## config.mk

```make
export PLATFORM = sky130hd
export DESIGN_NAME = targeting_controller
export DESIGN_NICKNAME = d
export VERILOG_FILES = /design/src/rtl/targeting_pkg.sv /design/src/rtl/targeting_window_ctr.sv /design/src/rtl/targeting_controller.sv
export SDC_FILE = /design/constraint.sdc
export NUM_CORES = 1
export LEC_CHECK = 0
export CORE_MARGIN = 2
export CORE_UTILIZATION = 29
export CTS_CLUSTER_DIAMETER = 60
export DETAILED_ROUTE_END_ITERATION = 10
export GPL_ROUTABILITY_DRIVEN = 0
export GPL_TIMING_DRIVEN = 0
export PLACE_DENSITY = 0.5
export REMOVE_ABC_BUFFERS = 1
export SLEW_MARGIN = 20
export SYNTH_ARGS = -nofsm -noshare
export SYNTH_HDL_FRONTEND = slang
export SYNTH_HIERARCHICAL = 1
export SYNTH_SLANG_ARGS = --single-unit
export TNS_END_PERCENT = 1
```

## constraint.sdc

```tcl
create_clock -name clk -period 2.4 [get_ports clk]
set_input_delay 0.72 -clock clk [delete_from_list [all_inputs] [get_ports clk]]
set_output_delay 0.72 -clock clk [all_outputs]
set_load 0.005 [all_outputs]
```

## src/rtl/targeting_pkg.sv

```systemverilog
// Shared constants, state encoding and sensor pattern helpers for the targeting sequencer.
package targeting_pkg;

  localparam int SENSOR_W_DEF     = 3;
  localparam int CALIB_CYCLES_DEF = 2;
  localparam int WINDOW_LEN_DEF   = 16;
  localparam int HITS_REQ_DEF     = 2;
  localparam int FIRE_LEN_DEF     = 1;
  localparam int COOLDOWN_DEF     = 8;

  typedef logic [2:0] state_t;

  localparam state_t ST_IDLE      = 3'd0;
  localparam state_t ST_CALIB     = 3'd1;
  localparam state_t ST_GATE_LEFT = 3'd2;
  localparam state_t ST_WINDOW    = 3'd3;
  localparam state_t ST_FIRE      = 3'd4;
  localparam state_t ST_COOLDOWN  = 3'd5;

  // Patterns are built 32 bits wide; callers truncate to their bus width (w < 32).
  function automatic logic [31:0] cal_pat(input int unsigned w);
    return (32'd1 << w) - 32'd1;
  endfunction

  function automatic logic [31:0] gl_pat(input int unsigned w);
    return (w > 32'd0) ? 32'd1 : 32'd0;
  endfunction

  function automatic logic [31:0] gc_pat(input int unsigned w);
    return 32'd1 << (w / 32'd2);
  endfunction

  function automatic logic [31:0] hit_pat(input int unsigned w);
    return 32'd1 << (w - 32'd1);
  endfunction

  function automatic logic [31:0] abort_pat(input int unsigned w);
    return hit_pat(w) | gl_pat(w);
  endfunction

endpackage

```

## src/rtl/targeting_window_ctr.sv

```systemverilog
// Window cycle and hit counters; flags the last window cycle and when one more hit completes the count.
module targeting_window_ctr #(
  parameter int WINDOW_LEN = 16,
  parameter int HITS_REQ   = 2
) (
  input  logic clk,
  input  logic rst_n,
  input  logic clr_i,
  input  logic start_i,
  input  logic step_i,
  input  logic hit_i,
  output logic last_cycle_o,
  output logic hits_done_o
);

  localparam int CYC_W = $clog2(WINDOW_LEN + 1);
  localparam int HIT_W = $clog2(HITS_REQ + 1);

  logic [CYC_W-1:0] cycle_q, cycle_d;
  logic [HIT_W-1:0] hits_q, hits_d;

  // Next-state for both counters; both saturate rather than wrap.
  always_comb begin
    cycle_d = cycle_q;
    hits_d  = hits_q;
    if (clr_i) begin
      cycle_d = CYC_W'(0);
      hits_d  = HIT_W'(0);
    end else if (start_i) begin
      cycle_d = CYC_W'(1);
      hits_d  = HIT_W'(0);
    end else if (step_i) begin
      if (hit_i && (hits_q < HIT_W'(HITS_REQ))) begin
        hits_d = hits_q + HIT_W'(1);
      end else begin
        hits_d = hits_q;
      end
      if (cycle_q < CYC_W'(WINDOW_LEN)) begin
        cycle_d = cycle_q + CYC_W'(1);
      end else begin
        cycle_d = cycle_q;
      end
    end else begin
      cycle_d = cycle_q;
      hits_d  = hits_q;
    end
  end

  // Counter registers.
  always_ff @(posedge clk or negedge rst_n) begin
    if (!rst_n) begin
      cycle_q <= CYC_W'(0);
      hits_q  <= HIT_W'(0);
    end else begin
      cycle_q <= cycle_d;
      hits_q  <= hits_d;
    end
  end

  assign last_cycle_o = (cycle_q == CYC_W'(WINDOW_LEN));
  assign hits_done_o  = (hits_q == HIT_W'(HITS_REQ - 1));

endmodule

```

## src/rtl/targeting_controller.sv

```systemverilog
// Proton targeting sequencer: calibration/gate detection, hit window, fire pulse, cooldown and shot counter.
module targeting_controller import targeting_pkg::*; #(
  parameter int SENSOR_W     = SENSOR_W_DEF,
  parameter int CALIB_CYCLES = CALIB_CYCLES_DEF,
  parameter int WINDOW_LEN   = WINDOW_LEN_DEF,
  parameter int HITS_REQ     = HITS_REQ_DEF,
  parameter int FIRE_LEN     = FIRE_LEN_DEF,
  parameter int COOLDOWN     = COOLDOWN_DEF
) (
  input  logic                clk,
  input  logic                rst_n,
  input  logic                arm_en,
  input  logic [SENSOR_W-1:0] sensor_in,
  output logic                proton_fire,
  output logic                abort_o,
  output logic                timeout_o,
  output logic                busy,
  output logic [2:0]          state_o,
  output logic [7:0]          fire_count
);

  localparam int CAL_W  = $clog2(CALIB_CYCLES + 1);
  localparam int FIRE_W = $clog2(FIRE_LEN + 1);
  localparam int CD_W   = (COOLDOWN > 0) ? $clog2(COOLDOWN + 1) : 1;

  localparam logic [SENSOR_W-1:0] PAT_CAL   = SENSOR_W'(cal_pat(SENSOR_W));
  localparam logic [SENSOR_W-1:0] PAT_GL    = SENSOR_W'(gl_pat(SENSOR_W));
  localparam logic [SENSOR_W-1:0] PAT_GC    = SENSOR_W'(gc_pat(SENSOR_W));
  localparam logic [SENSOR_W-1:0] PAT_HIT   = SENSOR_W'(hit_pat(SENSOR_W));
  localparam logic [SENSOR_W-1:0] PAT_ABORT = SENSOR_W'(abort_pat(SENSOR_W));

  state_t            state_q, state_d;
  logic [CAL_W-1:0]  cal_cnt_q, cal_cnt_d;
  logic [FIRE_W-1:0] fire_cnt_q, fire_cnt_d;
  logic [CD_W-1:0]   cd_cnt_q, cd_cnt_d;
  logic              fire_q, fire_d;
  logic              abort_q, abort_d;
  logic              timeout_q, timeout_d;
  logic              busy_q;
  logic [7:0]        fire_count_q, fire_count_d;

  logic is_cal_s, is_gl_s, is_gc_s, is_hit_s, is_abort_s;
  logic win_clr_s, win_start_s, win_step_s;
  logic last_cycle_s, hits_done_s;

  assign is_cal_s   = (sensor_in == PAT_CAL);
  assign is_gl_s    = (sensor_in == PAT_GL);
  assign is_gc_s    = (sensor_in == PAT_GC);
  assign is_hit_s   = (sensor_in == PAT_HIT);
  assign is_abort_s = (sensor_in == PAT_ABORT);

  targeting_window_ctr #(
    .WINDOW_LEN (WINDOW_LEN),
    .HITS_REQ   (HITS_REQ)
  ) u_window_ctr (
    .clk          (clk),
    .rst_n        (rst_n),
    .clr_i        (win_clr_s),
    .start_i      (win_start_s),
    .step_i       (win_step_s),
    .hit_i        (is_hit_s),
    .last_cycle_o (last_cycle_s),
    .hits_done_o  (hits_done_s)
  );

  // Sequencer next-state; disarm is only honoured before the fire commitment.
  always_comb begin
    state_d      = state_q;
    cal_cnt_d    = cal_cnt_q;
    fire_cnt_d   = fire_cnt_q;
    cd_cnt_d     = cd_cnt_q;
    fire_d       = fire_q;
    abort_d      = 1'b0;
    timeout_d    = 1'b0;
    fire_count_d = fire_count_q;
    win_clr_s    = 1'b0;
    win_start_s  = 1'b0;
    win_step_s   = 1'b0;
    case (state_q)
      ST_IDLE: begin
        if (arm_en && is_cal_s) begin
          state_d   = ST_CALIB;
          cal_cnt_d = CAL_W'(1);
        end else begin
          cal_cnt_d = CAL_W'(0);
        end
      end
      ST_CALIB: begin
        if (!arm_en) begin
          state_d   = ST_IDLE;
          cal_cnt_d = CAL_W'(0);
        end else if (cal_cnt_q < CAL_W'(CALIB_CYCLES)) begin
          if (is_cal_s) begin
            cal_cnt_d = cal_cnt_q + CAL_W'(1);
          end else begin
            state_d   = ST_IDLE;
            cal_cnt_d = CAL_W'(0);
          end
        end else begin
          state_d   = is_gl_s ? ST_GATE_LEFT : ST_IDLE;
          cal_cnt_d = CAL_W'(0);
        end
      end
      ST_GATE_LEFT: begin
        if (arm_en && is_gc_s) begin
          state_d     = ST_WINDOW;
          win_start_s = 1'b1;
        end else begin
          state_d = ST_IDLE;
        end
      end
      ST_WINDOW: begin
        if (!arm_en) begin
          state_d   = ST_IDLE;
          win_clr_s = 1'b1;
        end else if (is_abort_s) begin
          state_d   = ST_IDLE;
          abort_d   = 1'b1;
          win_clr_s = 1'b1;
        end else if (is_hit_s && hits_done_s) begin
          state_d      = ST_FIRE;
          fire_d       = 1'b1;
          fire_cnt_d   = FIRE_W'(1);
          fire_count_d = (fire_count_q == 8'hFF) ? 8'hFF : fire_count_q + 8'd1;
          win_clr_s    = 1'b1;
        end else if (last_cycle_s) begin
          state_d   = ST_IDLE;
          timeout_d = 1'b1;
          win_clr_s = 1'b1;
        end else begin
          win_step_s = 1'b1;
        end
      end
      ST_FIRE: begin
        if (fire_cnt_q == FIRE_W'(FIRE_LEN)) begin
          fire_d     = 1'b0;
          fire_cnt_d = FIRE_W'(0);
          if (COOLDOWN == 0) begin
            state_d = ST_IDLE;
          end else begin
            state_d  = ST_COOLDOWN;
            cd_cnt_d = CD_W'(1);
          end
        end else begin
          fire_cnt_d = fire_cnt_q + FIRE_W'(1);
        end
      end
      ST_COOLDOWN: begin
        if (cd_cnt_q == CD_W'(COOLDOWN)) begin
          state_d  = ST_IDLE;
          cd_cnt_d = CD_W'(0);
        end else begin
          cd_cnt_d = cd_cnt_q + CD_W'(1);
        end
      end
      default: begin
        state_d    = ST_IDLE;
        cal_cnt_d  = CAL_W'(0);
        fire_cnt_d = FIRE_W'(0);
        cd_cnt_d   = CD_W'(0);
        fire_d     = 1'b0;
        win_clr_s  = 1'b1;
      end
    endcase
  end

  // State, timers and registered outputs.
  always_ff @(posedge clk or negedge rst_n) begin
    if (!rst_n) begin
      state_q      <= ST_IDLE;
      cal_cnt_q    <= CAL_W'(0);
      fire_cnt_q   <= FIRE_W'(0);
      cd_cnt_q     <= CD_W'(0);
      fire_q       <= 1'b0;
      abort_q      <= 1'b0;
      timeout_q    <= 1'b0;
      busy_q       <= 1'b0;
      fire_count_q <= 8'd0;
    end else begin
      state_q      <= state_d;
      cal_cnt_q    <= cal_cnt_d;
      fire_cnt_q   <= fire_cnt_d;
      cd_cnt_q     <= cd_cnt_d;
      fire_q       <= fire_d;
      abort_q      <= abort_d;
      timeout_q    <= timeout_d;
      busy_q       <= (state_d != ST_IDLE);
      fire_count_q <= fire_count_d;
    end
  end

  assign proton_fire = fire_q;
  assign abort_o     = abort_q;
  assign timeout_o   = timeout_q;
  assign busy        = busy_q;
  assign state_o     = state_q;
  assign fire_count  = fire_count_q;

endmodule

```

==> impl_metrics.toml, run 1 <==
[final_layout]
drive_gt1_share_pct = 10.3
area_growth_pct = 21.7
antennaDiodeCount = 0
final_common_cell = "dfrtp_1"
finalNetCount = 218
fin_util_pct = 36.9
final_area_sq_mm = 0.00206
layout.cells.non_filler = 275
final_cell_mix = "dfrtp_1 (29), clkdlybuf4s50_1 (19), nand2_1 (18)"

[global_routing]
grt_pass1_wl_um = 6150
grt_max_degree = 30
grt_pass1_vias = 1326
overflow = 0
antenna_found_initial = 0
groute.usage.overall_pct = 12.6

[timing]
rsz0062_at_grt = "yes"
worstMarginPinSlew_ns = 0.676
fin_worst_skew_ns = 0.00299
timing.final.crit_share_pct = 95.0
worst_slack_ns = 0.120
fin_crit_ns = 2.28
report.final.slew_viol_count = 0
slew_headroom_pct = 54.9
max_clock_freq_mhz = 439
finalSetupViolCount = 0
finalHoldViolations = 0

[floorplanning]
fp.dieH_um = 80.4
core_region_area_sq_mm = 0.00557
initial_core_util_pct = 30.3
ios = 21
die_x_um = 80.4
die_area_sq_mm = 0.00646
rows = 27

[yosys]
synthCells = 179
yosys_warnings = 6
synth.avg_cell_area_sq_um = 9.45
synth_area_leaders = "dfrtp_1 (43%), ha_1 (7.4%), nand2_1 (4.0%)"
syn-cell-area_sq_mm = 0.00169
synth_cell_types = 45
synth_seq_cells = 29
yosys.area.top_type = "dfrtp_1"
ys_seq_area_share_pct = 42.9
synth.top_cell.area_share_pct = 42.9

[placement]
hpwl_um = 2570
numPortBuffers = 20
dp_cells = 267
place_area_sq_mm = 0.00195
place_ws_ns = -0.223

[setup_path]
cp.arrival_ns = 2.49
setup.worst_path.start_class = "primary input"
reg2reg_depth = 9
crit_fanout = 7
cp.required_ns = 2.61
worstSetupEndpointType = "flop"
crit_type = "primary input to flop"

[status]
status = "finished, final reports clean"

[clock_network]
numClockSinks = 29
postCtsSetupBuffers = 0
clockBufferDepth = 2
cts_buffers = 5
path_clk_slew_ns = 0.07
cts_tree = "yes"
root_buffer = "clkbuf_8"
cts_htree_levels = 2
clk_latency_ns = 0.28

[flow_run]
drv_cap = 0

[drt]
routedWlPerCell_um = 13.0
route.antenna.remaining_nets = 0
route.detailed.drc = 0
vias = 1353
drt-pass1-iter-count = 5
drtIter0Drc = 84
wl_um = 3580
viasPerCell = 4.92

[power]
pwr-share-comb_pct = 4.1
cellLeakagePower_nw = 0.950
intPower_uw = 767
power_density_mw_per_mm2 = 479
switching_share_pct = 22.2
vdd_drop_max_mv = 0.167
power.share.clock_pct = 45.5
switchingPower_uw = 219
pwr-share-seq_pct = 50.4

[worst_hold_path]
hold_class = "primary input to async pin"
-- worst max-delay path, cell delays in order --
cell,delay [ns]
clkdlybuf4s50_1,0.59
nor2b_1,0.20
o311a_1,0.36
nand2b_1,0.13
or3_1,0.35
a21oi_1,0.14
-- registers in the layout, summed over array words and instances, names as in the netlist --
register / count
timeout_o: 1
abort_o: 1
u_window_ctr/hits_q: 2
fire_count: 8
cd_cnt_q: 4
fire_cnt_q: 1
state_o: 3
proton_fire: 1
u_window_ctr/cycle_q: 5
busy: 1
cal_cnt_q: 2
-- kinds of logic (layout without fill, tap and decap cells) --
kind of cell | Yosys count | count (layout) | synth area share, %
AO/OA/AOI/OAI | 35 | 35 | 13.2
XOR/XNOR | 7 | 7 | 3.62
adder cells (fa/ha/maj) | 10 | 10 | 7.40
buffers and inverters | 19 | 43 | 4.81
flip-flops | 29 | 29 | 42.9
multiplexers | 1 | 1 | 0.666
AND/OR/NAND/NOR | 78 | 78 | 27.4
-- Yosys cell counts (all sizes together) --
cell     count
buf          3
nand4bb      1
nand2       18
inv         15
dfrtp       29
o311a        1
clkbuf       1
a31oi        5
o22ai        1
nor2        13
and4         1
and2b        1
ha          10
nor3b        1
nand3        9
o21ai       12
xor2         1
or2          2
nor2b        4
or3          4
nand4b       1
or4b         2
mux2         1
nor4         1
a21o         3
a2bb2oi      1
nand3b       2
a22o         1
nand4        3
a41oi        1
a221o        1
a31o         1
a32o         1
nand2b       3
nor3        11
a21oi        6
and3b        1
o21a         1
xnor2        6
-- routing by layer --
layer  vias up  global-route usage, %  wire length, um
met5         -                      0                0
met3         8                   2.58              138
met4         0                   7.29               82
met2        34                   20.8             1780
li1        677                      -                -
met1       634                   15.0             1580
-- stage by stage --
step                       TNS, ns  hold slack [ns]  power, mW
final                            0            0.474      0.986
after global routing      -0.00301            0.525       1.03
after CTS                        0            0.495       1.00
after detailed placement     -2.74            0.486      0.547
after global placement       -3.38            0.492      0.548
after floorplan                  0            0.424      0.519
-- power by group through the flow --
stage / clock, mW / sequential [mW] / combinational, mW
detailed placement: 0 / 0.506 / 0.0411
finish: 0.449 / 0.497 / 0.0402
floorplan: 0 / 0.505 / 0.0141
CTS: 0.467 / 0.497 / 0.0414
global route: 0.491 / 0.497 / 0.0463
global placement: 0 / 0.506 / 0.0419
-- what timing repair did --
item	CTS	global route
gates resized for setup	0	1
hold buffers	0	0
setup endpoints to repair	0	10
-- final timing paths --
kind / from / endpoint / slack, ns
max reg2reg: u_window_ctr/cycle_q[0] / u_window_ctr/cycle_q[3] / 0.43
min: rst_n / proton_fire / 0.47
max: arm_en / u_window_ctr/cycle_q[3] / 0.12
max in group asynchronous: rst_n / u_window_ctr/cycle_q[2] / 1.49
min in group clk: cal_cnt_q[1] / cal_cnt_q[1] / 0.50
min reg2reg: cal_cnt_q[1] / cal_cnt_q[1] / 0.50
-- final cells by class --
class / instances / area [sq um]
clock inverters: 1 / 5.00
fillers: 577 / 3520
multi-input cells: 131 / 890
inverters: 15 / 56.3
well taps: 72 / 90.1
repair buffers: 20 / 195
clock buffers: 7 / 96.3
flip-flops and latches: 29 / 726
No activity file was read; power rests on OpenSTA's default activity.
==> inputs of run 2 (changes only) <==
--- a/config.mk
+++ b/config.mk
@@ -5,7 +5,7 @@
 export SDC_FILE = /design/constraint.sdc
 export NUM_CORES = 1
 export LEC_CHECK = 0
-export CORE_MARGIN = 2
+export CORE_MARGIN = 1.5
 export CORE_UTILIZATION = 29
 export CTS_CLUSTER_DIAMETER = 60
 export DETAILED_ROUTE_END_ITERATION = 10
==> run 2 against run 1 <==
Via count fell by 3.0%. Final area barely moved. Global-route usage fell by 0.19 points. Largest power group unchanged. First-iteration DRC count fell by 37%.
==> impl_metrics.toml, run 2 (synthesis results as in run 1) <==
[setup_path]
endpoint = "u_window_ctr/cycle_q[3]"
critPathLaunch = "arm_en"
cp.arrival_ns = 2.51
reg2reg_depth = 9
worstSetupEndpointType = "flop"
crit_type = "primary input to flop"
cp.required_ns = 2.61
r2r_end = "u_window_ctr/cycle_q[3]"
r2r_slack_ns = 0.39
setup.worst_path.start_class = "primary input"
r2r-start = "u_window_ctr/cycle_q[0]"
crit_fanout = 7

[final_layout]
multi_input_area_sq_um = 890
final_common_cell = "dfrtp_1"
area.sequential_sq_um = 726
final_cell_mix = "dfrtp_1 (29), clkdlybuf4s50_1 (19), nand2_1 (18)"
layout.cells.non_filler = 276
largest_register_ffs = 8
area_growth_pct = 21.7
final_area_sq_mm = 0.00206
drive_gt1_share_pct = 10.3
finalNetCount = 219
antennaDiodeCount = 0
fill_cells = 582

[timing]
slew_headroom_pct = 67.1
fin_crit_ns = 2.30
report.final.slew_viol_count = 0
timing.hold.ws_ns = 0.268
max_clock_freq_mhz = 434
timing.final.crit_share_pct = 96.0
worstMarginPinSlew_ns = 0.493
setup_tns_ns = 0
finalHoldViolations = 0
worst_slack_ns = 0.0971
rsz0062_at_grt = "yes"
finalSetupViolCount = 0
fin_worst_skew_ns = 0.00511

[floorplanning]
core_region_area_sq_mm = 0.00557
ios = 21
die_x_um = 79.4
rows = 27
initial_core_util_pct = 30.3
fp.dieH_um = 79.4
die_area_sq_mm = 0.00630

[clock_network]
numClockSinks = 29
cts_resized = 0
cts_buffers = 5
postCtsSetupBuffers = 0
path_clk_slew_ns = 0.07
clockBufferDepth = 2
root_buffer = "clkbuf_8"
cts_hold_buf = 0
cts_htree_levels = 2
clk_latency_ns = 0.28
cts_tree = "yes"

[drt]
route.detailed.drc = 0
viasPerCell = 4.76
drt-pass1-iter-count = 4
vias = 1313
wl_um = 3530
route.antenna.remaining_nets = 0
routedWlPerCell_um = 12.8
drtIter0Drc = 53

[global_routing]
antenna_found_initial = 0
overflow = 0
grtUsageMet3_pct = 3.77
grt_pass1_vias = 1280
met2_usage_pct = 19.7
groute.usage.overall_pct = 12.4
grt.busiest_layer = "met2"
grt_max_degree = 25
grt_pass1_wl_um = 6000
grtUsageMet1_pct = 16.3

[power]
cellLeakagePower_nw = 0.950
pwr-share-seq_pct = 53.3
vdd_drop_max_mv = 0.195
intPower_uw = 712
power_density_mw_per_mm2 = 452
power.share.clock_pct = 41.9
switching_share_pct = 23.6
switchingPower_uw = 220
pwr-share-comb_pct = 4.8

[placement]
place_ws_ns = -0.242
place_area_sq_mm = 0.00197
dp_cells = 268
hpwl_um = 2600
numPortBuffers = 20

[worst_hold_path]
hold_class = "primary input to async pin"

[flow_run]
drv_cap = 0

[status]
status = "finished, final reports clean"
[run 2: cell count changes in the layout (fill, tap and decap cells not counted), sizes merged]
| cell | delta |
|---|---|
| buf | +1 |
| clkbuf | -1 |
| clkinv | +1 |
[run 2: cell type report]
cell class                 instances  area share [%]
multi-input combinational        131            43.2
tap                               72            4.37
clock inverter                     2           0.486
clock buffer                       6            3.52
inverter                          15            2.73
sequential                        29            35.2
timing repair buffer              21            10.4
[run 2: worst max-delay path: stages]
cell	delay, ns
clkdlybuf4s50_1	0.58
nor2b_1	0.21
o311a_1	0.36
nand2b_1	0.13
or3_1	0.36
a21oi_1	0.15
[run 2: per-layer routing]
layer / vias to the layer above / share of wire [%]
li1: 678 / -
met1: 609 / 51
met2: 22 / 44
met3: 4 / 3.9
met4: 0 / 0.88
met5: - / 0
[run 2: through the flow]
stage,power (mW),util (%)
detailed placement,0.551,35.4
finish,0.931,36.9
CTS,0.952,36.9
floorplan,0.519,-
global placement,0.548,35.1
global route,0.971,36.9
[run 2: power by group through the flow]
| stage | Combinational [mW] | Clock, mW | Sequential [mW] |
|---|---|---|---|
| after floorplan | 0.0141 | 0 | 0.505 |
| after global placement | 0.0422 | 0 | 0.506 |
| after detailed placement | 0.0455 | 0 | 0.506 |
| after CTS | 0.0457 | 0.409 | 0.496 |
| after global routing | 0.0501 | 0.424 | 0.497 |
| final | 0.0443 | 0.390 | 0.497 |
[run 2: how the worst min path moves through the flow]
stage	slack, ns	endpoint	cells past startpoint
4_1_cts	0.27	fire_count[4]	1
5_1_grt	0.26	fire_count[4]	1
6_report	0.27	fire_count[4]	1
3_5_place_dp	0.49	cal_cnt_q[1]	1
3_3_place_gp	0.49	cal_cnt_q[1]	1
2_1_floorplan	0.42	abort_o	0
==> inputs of run 3 (changes only) <==
--- a/config.mk
+++ b/config.mk
@@ -9,7 +9,7 @@
 export CORE_UTILIZATION = 29
 export CTS_CLUSTER_DIAMETER = 60
 export DETAILED_ROUTE_END_ITERATION = 10
-export GPL_ROUTABILITY_DRIVEN = 0
+export DONT_BUFFER_PORTS = 1
 export GPL_TIMING_DRIVEN = 0
 export PLACE_DENSITY = 0.5
 export REMOVE_ABC_BUFFERS = 1
==> run 3 against run 2 <==
Sequential cell count is the same. Register-to-register slack hardly changed. Critical path type is now flop to flop. Via count down 1.6%. Largest cell class unchanged. Critical path depth shrank 1.
==> impl_metrics.toml, run 3 (synthesis results as in run 1) <==
[power]
vdd_drop_max_mv = 0.187
cellLeakagePower_nw = 0.868
switchingPower_uw = 185
switching_share_pct = 20.3
power.share.clock_pct = 43.7
intPower_uw = 727
pwr-share-seq_pct = 54.5
power_density_mw_per_mm2 = 495
pwr-share-comb_pct = 1.8

[floorplanning]
core_region_area_sq_mm = 0.00557
ios = 21
die_x_um = 79.4
rows = 27
initial_core_util_pct = 30.3
die_area_sq_mm = 0.00630
fp.dieH_um = 79.4

[drt]
route.detailed.drc = 0
vias = 1292
wl_um = 3490
drtIter0Drc = 39
route.antenna.remaining_nets = 0
viasPerCell = 5.09
routedWlPerCell_um = 13.7
drt-pass1-iter-count = 4

[final_layout]
final_cell_mix = "dfrtp_1 (29), nand2_1 (18), inv_1 (15)"
largest_register_ffs = 8
antennaDiodeCount = 0
finalNetCount = 198
final_common_cell = "dfrtp_1"
drive_gt1_share_pct = 9.34
fin_util_pct = 33.1
area_growth_pct = 8.95

[clock_network]
clk_latency_ns = 0.27
cts_hold_buf = 0
numClockSinks = 29
postCtsSetupBuffers = 0
root_buffer = "clkbuf_8"
cts_htree_levels = 2
clockBufferDepth = 2
cts_resized = 0
cts_buffers = 5
path_clk_slew_ns = 0.06
cts_tree = "yes"

[placement]
hpwl_um = 2500
routabilityCongestion = 0.750
numPortBuffers = 0

[setup_path]
crit_fanout = 12
slowest_stage = "dfrtp_1"
slowest_delay_ns = 0.65
setup.worst_path.start_class = "flop"
worstPathCellList = "and3b_1, o311a_1, nand2b_1, or3_1, a21oi_1"
cp_top_family = "simple AND/OR/NAND/NOR gates"
cp.required_ns = 2.60
cp.arrival_ns = 2.21
path_buf_inv = 0
crit_type = "flop to flop"
worstSetupEndpointType = "flop"

[global_routing]
groute.usage.overall_pct = 12.3
grt_max_degree = 30
grt_pass1_vias = 1300
overflow = 0
grt_pass1_wl_um = 6040
antenna_found_initial = 0

[timing]
report.final.slew_viol_count = 0
fin_crit_ns = 2.01
setup_tns_ns = 0
worstMarginPinSlew_ns = 0.500
finalSetupViolCount = 0
timing.final.crit_share_pct = 83.7
fin_worst_skew_ns = 0.00321
finalHoldViolations = 0
max_clock_freq_mhz = 498
rsz0062_at_grt = "no"
slew_headroom_pct = 66.7

[flow_run]
drv_cap = 0

[status]
status = "finished, final reports clean"

[worst_hold_path]
hold_class = "primary input to async pin"
run 3: changes by cell type in the layout (fill, tap and decap cells not counted):
cell,previous run,this run
clkdlybuf4s50_1,19,0
clkinv_2,2,0
buf_12,1,0
buf_2,1,0
clkbuf_8,5,6
nand4bb_1,0,1
nand4bb_2,1,0
run 3: worst register-to-register path: cells and delay by family (launching register included):
kind	cells	cell delay, ns
flops	1	0.65
compound gates	2	0.50
simple gates	3	0.77
run 3: per-layer routing:
layer	wire, um	vias up	track usage, %	part of all wire [%]
met5	0	-	0	0
met4	24	0	2.81	0.69
met3	139	4	3.89	4.0
met2	1580	21	20.1	45
met1	1740	634	15.7	50
li1	-	633	-	-
run 3: path summary, 6_finish.rpt:
kind,cells past startpoint,to,start,slack (ns)
setup / recovery,5,u_window_ctr/cycle_q[3],state_o[0],0.39
hold / removal,0,fire_cnt_q,rst_n,0.14
setup reg to reg,5,u_window_ctr/cycle_q[3],state_o[0],0.39
hold reg to reg,1,cal_cnt_q[1],cal_cnt_q[1],0.51
max in group asynchronous,0,u_window_ctr/cycle_q[1],rst_n,2.18
min in group clk,1,cal_cnt_q[1],cal_cnt_q[1],0.51
run 3: area by class of cell:
cell class	instances	area [sq um]
Clock buffer	7	86.3
Fill cell	591	3730
Inverter	15	56.3
Multi-Input combinational cell	131	885
Sequential cell	29	726
Tap cell	72	90.1
run 3: stage by stage:
stage	power [mW]	setup slack, ns	hold slack, ns	instance area (sq um)	instances
floorplan	0.519	0.613	0.424	1670	175
global placement	0.522	0.363	0.426	1760	247
detailed placement	0.522	0.372	0.426	1760	247
CTS	0.934	0.380	0.123	1840	254
global route	0.955	0.196	0.116	1840	254
finish	0.913	0.391	0.138	1840	254
run 3: power by group through the flow:
stage / logic [mW] / clock network [mW] / registers, mW
finish: 0.0162 / 0.399 / 0.497
CTS: 0.0162 / 0.421 / 0.497
detailed placement: 0.0162 / 0 / 0.506
global placement: 0.0161 / 0 / 0.506
floorplan: 0.0141 / 0 / 0.505
global route: 0.0186 / 0.439 / 0.498
